`src/rtl/pc_unit_if.sv`:
```
// Control/address bundle between the control path and the program-counter unit.
// The master drives next-PC controls; the slave (pc_unit) returns the fetch address and RAS status.
interface pc_unit_if #(
   parameter int unsigned ADDR_W = 32
);
   logic              PCWre;
   logic [1:0]        pc_mode;
   logic              branch_taken;
   logic [ADDR_W-1:0] addr_offset;
   logic [ADDR_W-1:0] jump_addr;
   logic [ADDR_W-1:0] reg_target;
   logic              call;
   logic              ret;
   logic [ADDR_W-1:0] pc;
   logic [ADDR_W-1:0] pc_plus4;
   logic              ras_empty;
   logic              ras_full;
   logic              ras_overflow;
   logic              ras_underflow;
   logic              misalign_trap;

   modport master (
      output PCWre, pc_mode, branch_taken, addr_offset, jump_addr, reg_target, call, ret,
      input  pc, pc_plus4, ras_empty, ras_full, ras_overflow, ras_underflow, misalign_trap
   );

   modport slave (
      input  PCWre, pc_mode, branch_taken, addr_offset, jump_addr, reg_target, call, ret,
      output pc, pc_plus4, ras_empty, ras_full, ras_overflow, ras_underflow, misalign_trap
   );
endinterface

```
`src/rtl/pc_unit.sv`:
```
// Program-counter unit: next-PC selection plus a circular return-address stack with stall.
// Optional target alignment trap enabled by defining PC_ALIGN_CHK_EN.
module pc_unit #(
   parameter int unsigned       ADDR_W    = 32,
   parameter logic [ADDR_W-1:0] RESET_VEC = ADDR_W'(32'h0000018c),
   parameter logic [ADDR_W-1:0] TRAP_VEC  = ADDR_W'(32'h00000180),
   parameter int unsigned       RAS_DEPTH = 4
) (
   input logic       clk,
   input logic       reset,
   pc_unit_if.slave  bus
);
   localparam int unsigned PTR_W = (RAS_DEPTH > 1) ? $clog2(RAS_DEPTH) : 1;
   localparam int unsigned CNT_W = PTR_W + 1;
`ifdef PC_ALIGN_CHK_EN
   localparam logic ALIGN_CHK = 1'b1;
`else
   localparam logic ALIGN_CHK = 1'b0;
`endif

   typedef enum logic [1:0] {
      MODE_SEQ    = 2'b00,
      MODE_BRANCH = 2'b01,
      MODE_JUMP   = 2'b10,
      MODE_JREG   = 2'b11
   } pc_mode_e;

   logic [ADDR_W-1:0] pc_q, pc_d;
   logic [ADDR_W-1:0] ras_q [RAS_DEPTH];
   logic [PTR_W-1:0]  ptr_q, ptr_d;
   logic [CNT_W-1:0]  cnt_q, cnt_d;
   logic              ovf_q, ovf_d;
   logic              unf_q, unf_d;
   logic              trap_q, trap_d;

   logic [ADDR_W-1:0] pc_plus4;
   logic [ADDR_W-1:0] target;
   logic [PTR_W-1:0]  top_idx;
   logic [PTR_W-1:0]  ptr_pop;
   logic [CNT_W-1:0]  cnt_pop;
   logic              wr_en;

   // ptr_q is the next free slot; the top of stack sits one below it (mod depth).
   always_comb begin
      pc_plus4 = pc_q + ADDR_W'(4);
      top_idx  = ptr_q - PTR_W'(1);
      target   = pc_plus4;
      ptr_pop  = ptr_q;
      cnt_pop  = cnt_q;
      unf_d    = 1'b0;
      ovf_d    = 1'b0;
      wr_en    = 1'b0;

      unique case (pc_mode_e'(bus.pc_mode))
         MODE_SEQ:    target = pc_plus4;
         MODE_BRANCH: target = bus.branch_taken ? pc_plus4 + (bus.addr_offset << 2) : pc_plus4;
         MODE_JUMP:   target = bus.jump_addr;
         MODE_JREG:   target = bus.reg_target;
         default:     target = pc_plus4;
      endcase

      // Pop first so a simultaneous call overwrites the slot just vacated.
      if (bus.ret) begin
         if (cnt_q != '0) begin
            target  = ras_q[top_idx];
            ptr_pop = top_idx;
            cnt_pop = cnt_q - CNT_W'(1);
         end else begin
            target = bus.reg_target;
            unf_d  = 1'b1;
         end
      end

      ptr_d = ptr_pop;
      cnt_d = cnt_pop;
      if (bus.call) begin
         wr_en = 1'b1;
         ptr_d = ptr_pop + PTR_W'(1);
         if (cnt_pop == CNT_W'(RAS_DEPTH)) ovf_d = 1'b1;
         else                              cnt_d = cnt_pop + CNT_W'(1);
      end

      trap_d = ALIGN_CHK && (target[1:0] != 2'b00);
      pc_d   = trap_d ? TRAP_VEC : target;
   end

   always_ff @(posedge clk) begin
      if (reset) begin
         pc_q   <= RESET_VEC;
         ptr_q  <= '0;
         cnt_q  <= '0;
         ovf_q  <= 1'b0;
         unf_q  <= 1'b0;
         trap_q <= 1'b0;
      end else if (bus.PCWre) begin
         pc_q   <= pc_d;
         ptr_q  <= ptr_d;
         cnt_q  <= cnt_d;
         ovf_q  <= ovf_d;
         unf_q  <= unf_d;
         trap_q <= trap_d;
         if (wr_en) ras_q[ptr_pop] <= pc_plus4;
      end else begin
         ovf_q  <= 1'b0;
         unf_q  <= 1'b0;
         trap_q <= 1'b0;
      end
   end

   assign bus.pc            = pc_q;
   assign bus.pc_plus4      = pc_plus4;
   assign bus.ras_empty     = (cnt_q == '0);
   assign bus.ras_full      = (cnt_q == CNT_W'(RAS_DEPTH));
   assign bus.ras_overflow  = ovf_q;
   assign bus.ras_underflow = unf_q;
   assign bus.misalign_trap = trap_q;
endmodule
```
`src/flat_wrapper.sv`:
```
// flat-port wrapper written by rule: the top's interface ports become plain ports
module pc_unit_flat 
#(
   parameter int unsigned       ADDR_W    = 32,
   parameter logic [ADDR_W-1:0] RESET_VEC = ADDR_W'(32'h0000018c),
   parameter logic [ADDR_W-1:0] TRAP_VEC  = ADDR_W'(32'h00000180),
   parameter int unsigned       RAS_DEPTH = 4
)
  (clk, reset, bus_PCWre, bus_pc_mode, bus_branch_taken, bus_addr_offset, bus_jump_addr, bus_reg_target, bus_call, bus_ret, bus_pc, bus_pc_plus4, bus_ras_empty, bus_ras_full, bus_ras_overflow, bus_ras_underflow, bus_misalign_trap);
  pc_unit_if #(.ADDR_W(ADDR_W)) bus_i ();
  input logic clk;
  input logic reset;
  input wire logic [$bits(bus_i.PCWre)-1:0] bus_PCWre;
  input wire logic [$bits(bus_i.pc_mode)-1:0] bus_pc_mode;
  input wire logic [$bits(bus_i.branch_taken)-1:0] bus_branch_taken;
  input wire logic [$bits(bus_i.addr_offset)-1:0] bus_addr_offset;
  input wire logic [$bits(bus_i.jump_addr)-1:0] bus_jump_addr;
  input wire logic [$bits(bus_i.reg_target)-1:0] bus_reg_target;
  input wire logic [$bits(bus_i.call)-1:0] bus_call;
  input wire logic [$bits(bus_i.ret)-1:0] bus_ret;
  output wire logic [$bits(bus_i.pc)-1:0] bus_pc;
  output wire logic [$bits(bus_i.pc_plus4)-1:0] bus_pc_plus4;
  output wire logic [$bits(bus_i.ras_empty)-1:0] bus_ras_empty;
  output wire logic [$bits(bus_i.ras_full)-1:0] bus_ras_full;
  output wire logic [$bits(bus_i.ras_overflow)-1:0] bus_ras_overflow;
  output wire logic [$bits(bus_i.ras_underflow)-1:0] bus_ras_underflow;
  output wire logic [$bits(bus_i.misalign_trap)-1:0] bus_misalign_trap;
  assign bus_i.PCWre = bus_PCWre;
  assign bus_i.pc_mode = bus_pc_mode;
  assign bus_i.branch_taken = bus_branch_taken;
  assign bus_i.addr_offset = bus_addr_offset;
  assign bus_i.jump_addr = bus_jump_addr;
  assign bus_i.reg_target = bus_reg_target;
  assign bus_i.call = bus_call;
  assign bus_i.ret = bus_ret;
  assign bus_pc = bus_i.pc;
  assign bus_pc_plus4 = bus_i.pc_plus4;
  assign bus_ras_empty = bus_i.ras_empty;
  assign bus_ras_full = bus_i.ras_full;
  assign bus_ras_overflow = bus_i.ras_overflow;
  assign bus_ras_underflow = bus_i.ras_underflow;
  assign bus_misalign_trap = bus_i.misalign_trap;
  pc_unit #(.ADDR_W(ADDR_W), .RESET_VEC(RESET_VEC), .TRAP_VEC(TRAP_VEC), .RAS_DEPTH(RAS_DEPTH)) u_core (.clk(clk), .reset(reset), .bus(bus_i));
endmodule
```
`config.mk`:
```
export PLATFORM = sky130hd
export DESIGN_NAME = pc_unit_flat
export DESIGN_NICKNAME = d
export VERILOG_FILES = /design/src/rtl/pc_unit_if.sv /design/src/rtl/pc_unit.sv /design/src/flat_wrapper.sv
export SDC_FILE = /design/constraint.sdc
export NUM_CORES = 1
export LEC_CHECK = 0
export BUFFER_PORTS_ARGS = -buffer_cell sky130_fd_sc_hd__clkbuf_2
export CAP_MARGIN = 20
export CELL_PAD_IN_SITES_DETAIL_PLACEMENT = 0
export CELL_PAD_IN_SITES_GLOBAL_PLACEMENT = 1
export CORE_MARGIN = 1.5
export CORE_UTILIZATION = 40
export DETAILED_ROUTE_END_ITERATION = 8
export GPL_TIMING_DRIVEN = 1
export PLACE_DENSITY_LB_ADDON = 0.15
export SYNTH_ARGS = -nofsm -noshare
export SYNTH_HDL_FRONTEND = slang
export SYNTH_SLANG_ARGS = --single-unit
```
`constraint.sdc`:
```
create_clock -name clk -period 3.7 [get_ports clk]
set_clock_uncertainty 0.05 [all_clocks]
set_input_delay 0.555 -clock clk [delete_from_list [all_inputs] [get_ports clk]]
set_output_delay 0.555 -clock clk [all_outputs]
set_load 0.02 [all_outputs]
```
======== Word level (Yosys, flattened, before mapping) ========
Memory sizes are Yosys's and may differ from the RTL's.
Index checks and enable logic that the tools add are counted.
Widths: inputs -> output; s select.
storage, ports and cells
  bits in registers ....................... 39
  RAM bits ................................ 128
  bits of input ports ..................... 104
  output and inout port bits .............. 69
  word-level logic and storage cells ...... 43
  memories kept ........................... 1
operators by class
  add/subtract/negate cells ............... 6
  eq/ne operators ......................... 5
  muxes and demuxes ....................... 18
  bitwise operators ....................... 3
  reductions and logical operators ........ 5
memory list
  name          depth  bits a word  rd ports  clocked after memory_dff  write ports  RTL line       RTL
  u_core.ras_q  4      32           1         0                         1            pc_unit.sv:29  logic [ADDR_W-1:0] ras_q [RAS_DEPTH];
operator list
  cell                   number
  $pmux 32 s4            1
  $mux 32                3
  $add 32x3->32 const B  1
  $add 32x32->32         1
  $mux 3                 4
  $mux 1                 7
  $eq 3x3->1 const B     2
  $mux 2                 3
  $reduce_or 3->1        2
  $eq 2x2->1 const B     2
  $add 3x1->3 const B    1
  $logic_not 3->1        1
  $not 1->1              3
  $reduce_bool 3->1      1
  $sub 3x1->3 const B    1
  $add 2x1->2 const B    1
  $eq 2x1->1 const B     1
  $logic_not 2->1        1
  $sub 2x1->2 const B    1

======== Depth between registers and ports, before layout ========
  word-level depth ........................ 6
  mapped depth ............................ 17
  mapped depth without buffers ............ 15

======== Worst setup path after synthesis ========
OpenSTA, ideal clock, no wires.
  path kind ............................... flip-flop to flip-flop
  start point ............................. register u_core.pc_q[4], in the netlist u_core.bus.pc[4]
  end point ............................... register u_core.pc_q[31], in the netlist u_core.bus.pc[31]
  library setup time ...................... 0.091 ns
  arrival time ............................ 4.038 ns
  required time ........................... 3.559 ns
  setup slack ............................. -0.479 ns
  stages on the path, launching flop included .. 16
  path buffers ............................ 1
  clock period less this slack ............ 4.179 ns
  cell sequence ........................... dfxtp_1 and4_1 nand2_1 nor2_1 nand4_1 xnor2_1 ha_1 buf_6 a21o_1 a221oi_2 o21ai_1 o21ba_2 nor2_1 o31a_4 or3_1 a311oi_1
between the ends
  word-level cells in the longest chain between the ends .. 5
RTL lines
  item                      RTL line            RTL
  start: declaration        pc_unit.sv:28       logic [ADDR_W-1:0] pc_q, pc_d;
  start signal: assignment  pc_unit.sv:96       pc_q <= pc_d;
  $add 32x3->32             pc_unit.sv:45       pc_plus4 = pc_q + ADDR_W'(4);
  net bus_pc_plus4[14]      flat_wrapper.sv:22  output wire logic [$bits(bus_i.pc_plus4)-1:0] bus_pc_plus4;
  $add 32x32->32            pc_unit.sv:56       MODE_BRANCH: target = bus.branch_taken ? pc_plus4 + (bus.addr_offset << 2) : pc_plus4;
  $mux 32                   pc_unit.sv:56
  $pmux 32 s4               pc_unit.sv:54       unique case (pc_mode_e'(bus.pc_mode))
  $mux 32                   pc_unit.sv:63       if (bus.ret) begin
The timed path passes the listed nets, and every way through them passes these cells.
A chain may end at the register's enable or synchronous reset.

======== Worst setup path after layout ========
  start point ............................. register u_core.pc_q[17], in the netlist u_core.bus.pc[17]
  end point ............................... register u_core.pc_q[31], in the netlist u_core.bus.pc[31]
between the ends
  word-level cells in the longest chain between the ends .. 5
RTL lines
  item             RTL line
  $add 32x3->32 *  pc_unit.sv:45
  $add 32x32->32   pc_unit.sv:56
  $mux 32          pc_unit.sv:56
  $pmux 32 s4 *    pc_unit.sv:54
  $mux 32 *        pc_unit.sv:63
Every way passes the cells marked *; elsewhere a longest branch is shown, timed or not.

==> run summary <==
status = completed
CTS sink count = 167
FP Rows = 57
Max Cap Viol = 0
clock latency at the later pin of the worst-skew pair = 430 ps
drt drc = 0
hold path depth = 3
Post-synth ARST share = 0%
sw frac = 33.5%
layout cells sized above 1 = 36.2%
slowest stage delay, CP = 390 ps
r2r setup slk = 40 ps
register bit total from synthesis = 167
Distinct cells, synth = 79
Synth Area in Adders = 5.40%
final hold slack = 416 ps
Sequential Power Share = 37.6%
post-synthesis net count = 1094
nets@finish = 1351
clock buffer depth = 2
Root Driver = clkbuf_16
final slew viol count = 0
hold path start = bus_reg_target[12]
area of the multi-input gates = 5300 um2
Hold Fails Final Rpt = 0
Reg-to-Reg Start = u_core.bus.pc[17]$_SDFFE_PP0P_
Setup TNS = 0 ps
sequential share of the synthesized area = 45.8%
P_leak = 5.35 nW
FF-to-FF path depth = 15
area delta synth->final = 27.6%
mux share of post-synthesis cell area = 10.4%
Setup violations, final = 0
H-tree level count = 4
DIE HEIGHT = 162 um
vias per cell = 5.75
most frequent cells in the layout = clkbuf_2 (169), edfxtp_1 (128), buf_4 (121)
Die W = 162 um
DRT iter0 DRCs = 834
vias in the first global route = 8400
Hold Crit Class = in2reg
YS warnings = 0
synthesized area per cell = 10.7 um2
critical path startpoint category = flop
origin of the worst setup path = u_core.bus.pc[17]$_SDFFE_PP0P_
critical path arrival = 3950 ps
hpwl dp = 25.7 mm
DRT Pass-1 Iters = 5
critical path, cell by cell = and4_4, nand4_4, or2_2, nor2_2, xnor2_1, inv_2, ha_1, a21o_1, a31oi_2, nor2b_1, o21bai_1, a21oi_1, o31a_4, or3_1, a311oi_1
Post-Synth Simple-Gate Area = 14.2%
largest net degree at the start of global routing = 45
final RePlAce weighted congestion = 0.932
TritonCTS clock tree = yes
r2r endpoint = u_core.bus.pc[31]$_SDFFE_PP0P_
Setup CP Type = reg2reg
# diodes = 0
RSZ-0062 raised after global routing = true
Clk network pwr share = 31.9%
Cell Pwr Density = 455 nW/um2
P_int = 3.90 mW
initial antenna violation count = 0
switching pwr = 1.96 mW
Synth Flop Type = edfxtp_1
first-pass GRT wire length = 51.8 mm
synthesized area = 10100 um2
Critical Path Sink Type = flop
Antenna Nets Post-Route = 0
Peak Freq = 0.273 GHz
XOR/XNOR Fraction of Synth Area = 4.32%
All-Layer GR Usage = 27.0%
worst-margin pin slew = 840 ps
maximum vdd drop = 0.285 mV
fin crit period = 3660 ps
WL/cell = 22.6 um
gr ovfl total = 0
Synth Instances = 947
Worst Hold End = u_core.bus.pc[12]$_SDFFE_PP0P_
main combinational cell family by area after synthesis = compound AO/OA/AOI/OAI gates
Die Footprint = 26200 um2
Combinational Power Share = 30.5%
initial core utilization = 41.2%
worst relative slew slack = 43.8%
area of the core = 24500 um2
most common cell after layout, fill and taps aside = clkbuf_2
Crit-path slowest cell = dfxtp_4
Compound-Gate Fraction of Synth Area = 15.9%
Critical Path RT = 3990 ps
critical path fanouts, max = 5
FF+latch area = 4670 um2
Post-synth EDFFs = 128
WL final = 34.9 mm
Port Buf Inserts = 169
Fill cells = 2317
Num CTS Buffers = 17
I/O Pins = 173
CTS clk-pin slew, worst paths = 70 ps
DR vias = 8864
Final Cycle Share = 99.0%
## power by group through the flow
stage / logic, mW / clock network (mW) / registers [mW]
after floorplan: 1.04 / 0 / 2.29
after global placement: 1.74 / 0 / 2.24
after detailed placement: 1.75 / 0 / 2.25
after CTS: 1.76 / 1.91 / 2.20
after global routing: 1.94 / 1.98 / 2.21
final: 1.79 / 1.87 / 2.20
## worst max-delay path, delay by kind of cell (launching register included)
kind / cells / cell delay [ps]
simple gates: 6 / 1290
compound gates: 6 / 1330
buf+inv: 1 / 60
xor+xnor: 1 / 170
flops: 1 / 390
fa+ha+maj: 1 / 290
## cell usage after synthesis, drive strengths merged, types with 3 or more instances
cell | number | share of area [%]
edfxtp | 128 | 38
nand2 | 117 | 4.3
nor2 | 70 | 2.6
a21oi | 65 | 3.2
ha | 42 | 5.2
o21ai | 42 | 2.1
dfxtp | 39 | 7.7
clkbuf | 38 | 1.7
mux4 | 32 | 7.1
xnor2 | 31 | 2.8
inv | 30 | 1.1
nand3 | 27 | 1.4
nor3 | 21 | 1.1
mux2i | 18 | 1.8
xor2 | 18 | 1.6
a21o | 17 | 1.3
and3 | 17 | 1.1
a221oi | 14 | 1.3
a31oi | 14 | 0.87
buf | 14 | 1.0
nand4 | 14 | 1.0
mux2 | 13 | 1.4
a211oi | 12 | 0.89
nor2b | 9 | 0.56
o211ai | 8 | 0.59
nor4 | 7 | 0.58
o221ai | 6 | 0.52
o31ai | 6 | 0.58
and4 | 5 | 0.48
o22ai | 5 | 0.31
a211o | 4 | 0.35
a31o | 4 | 0.35
nand2b | 4 | 0.25
or3 | 4 | 0.25
a221o | 3 | 0.30
a311oi | 3 | 0.26
and2 | 3 | 0.19
o21a | 3 | 0.22
o21bai | 3 | 0.22
o31a | 3 | 0.35
## worst max-delay path by stage
stage / end / cells past startpoint
after floorplan: u_core.bus.pc[31]$_SDFFE_PP0P_ / 16
after global placement: u_core.bus.pc[31]$_SDFFE_PP0P_ / 15
after detailed placement: u_core.bus.pc[31]$_SDFFE_PP0P_ / 14
after CTS: u_core.bus.pc[31]$_SDFFE_PP0P_ / 12
after global routing: u_core.bus.pc[31]$_SDFFE_PP0P_ / 15
final: u_core.bus.pc[31]$_SDFFE_PP0P_ / 15
## routing by layer
layer | vias to the layer above | global-route usage (%) | part of all wire, %
li1 | 4119 | - | -
met1 | 4359 | 39.1 | 46
met2 | 349 | 42.5 | 46
met3 | 37 | 3.60 | 6.8
met4 | 0 | 7.67 | 1.6
met5 | - | 0 | 0
## flip-flops by register name, summed over array words and instances, names as in the netlist
name	count
u_core.bus.pc	32
u_core.bus.ras_overflow	1
u_core.bus.ras_underflow	1
u_core.cnt_q	3
u_core.ptr_q	2
u_core.ras_q	128
## through the flow
stage	cell area [um2]	std cells	utilization (%)	setup slack [ps]	total power, mW
final	12900	1541	52.5	36.8	5.86
after global routing	12900	1541	52.5	-57.8	6.13
after CTS	12800	1538	52.0	10.3	5.87
after detailed placement	12100	1505	49.4	1.13	4.00
after global placement	12100	1505	49.4	-29.4	3.98
after floorplan	10300	947	-	-34.9	3.33
## repair_timing
action                                  in CTS  in global routing
endpoints found under the setup margin       2                  9
resized for setup                            1                 24
endpoints found under the hold margin        0                  0
hold buffers                                 0                  0
pin swaps                                    1                  8
buffers inserted                             1                  3
## cell type report
class | instances | area share [%]
inverters | 32 | 0.932
flip-flops and latches | 167 | 36.3
clock inverters | 15 | 1.47
repair buffers | 291 | 13.8
clock buffers | 17 | 3.30
multi-input cells | 695 | 41.1
well taps | 324 | 3.14
## logic make-up after synthesis
logic type	Yosys count
muxes	63
other	1
xor gates and xnor gates	49
DFF	167
and+or+nand+nor	303
adders and majority gates	43
buffers and inverters	85
AOI/OAI and AO/OA	236
Note: power is estimated with default switching activity, not from simulation.
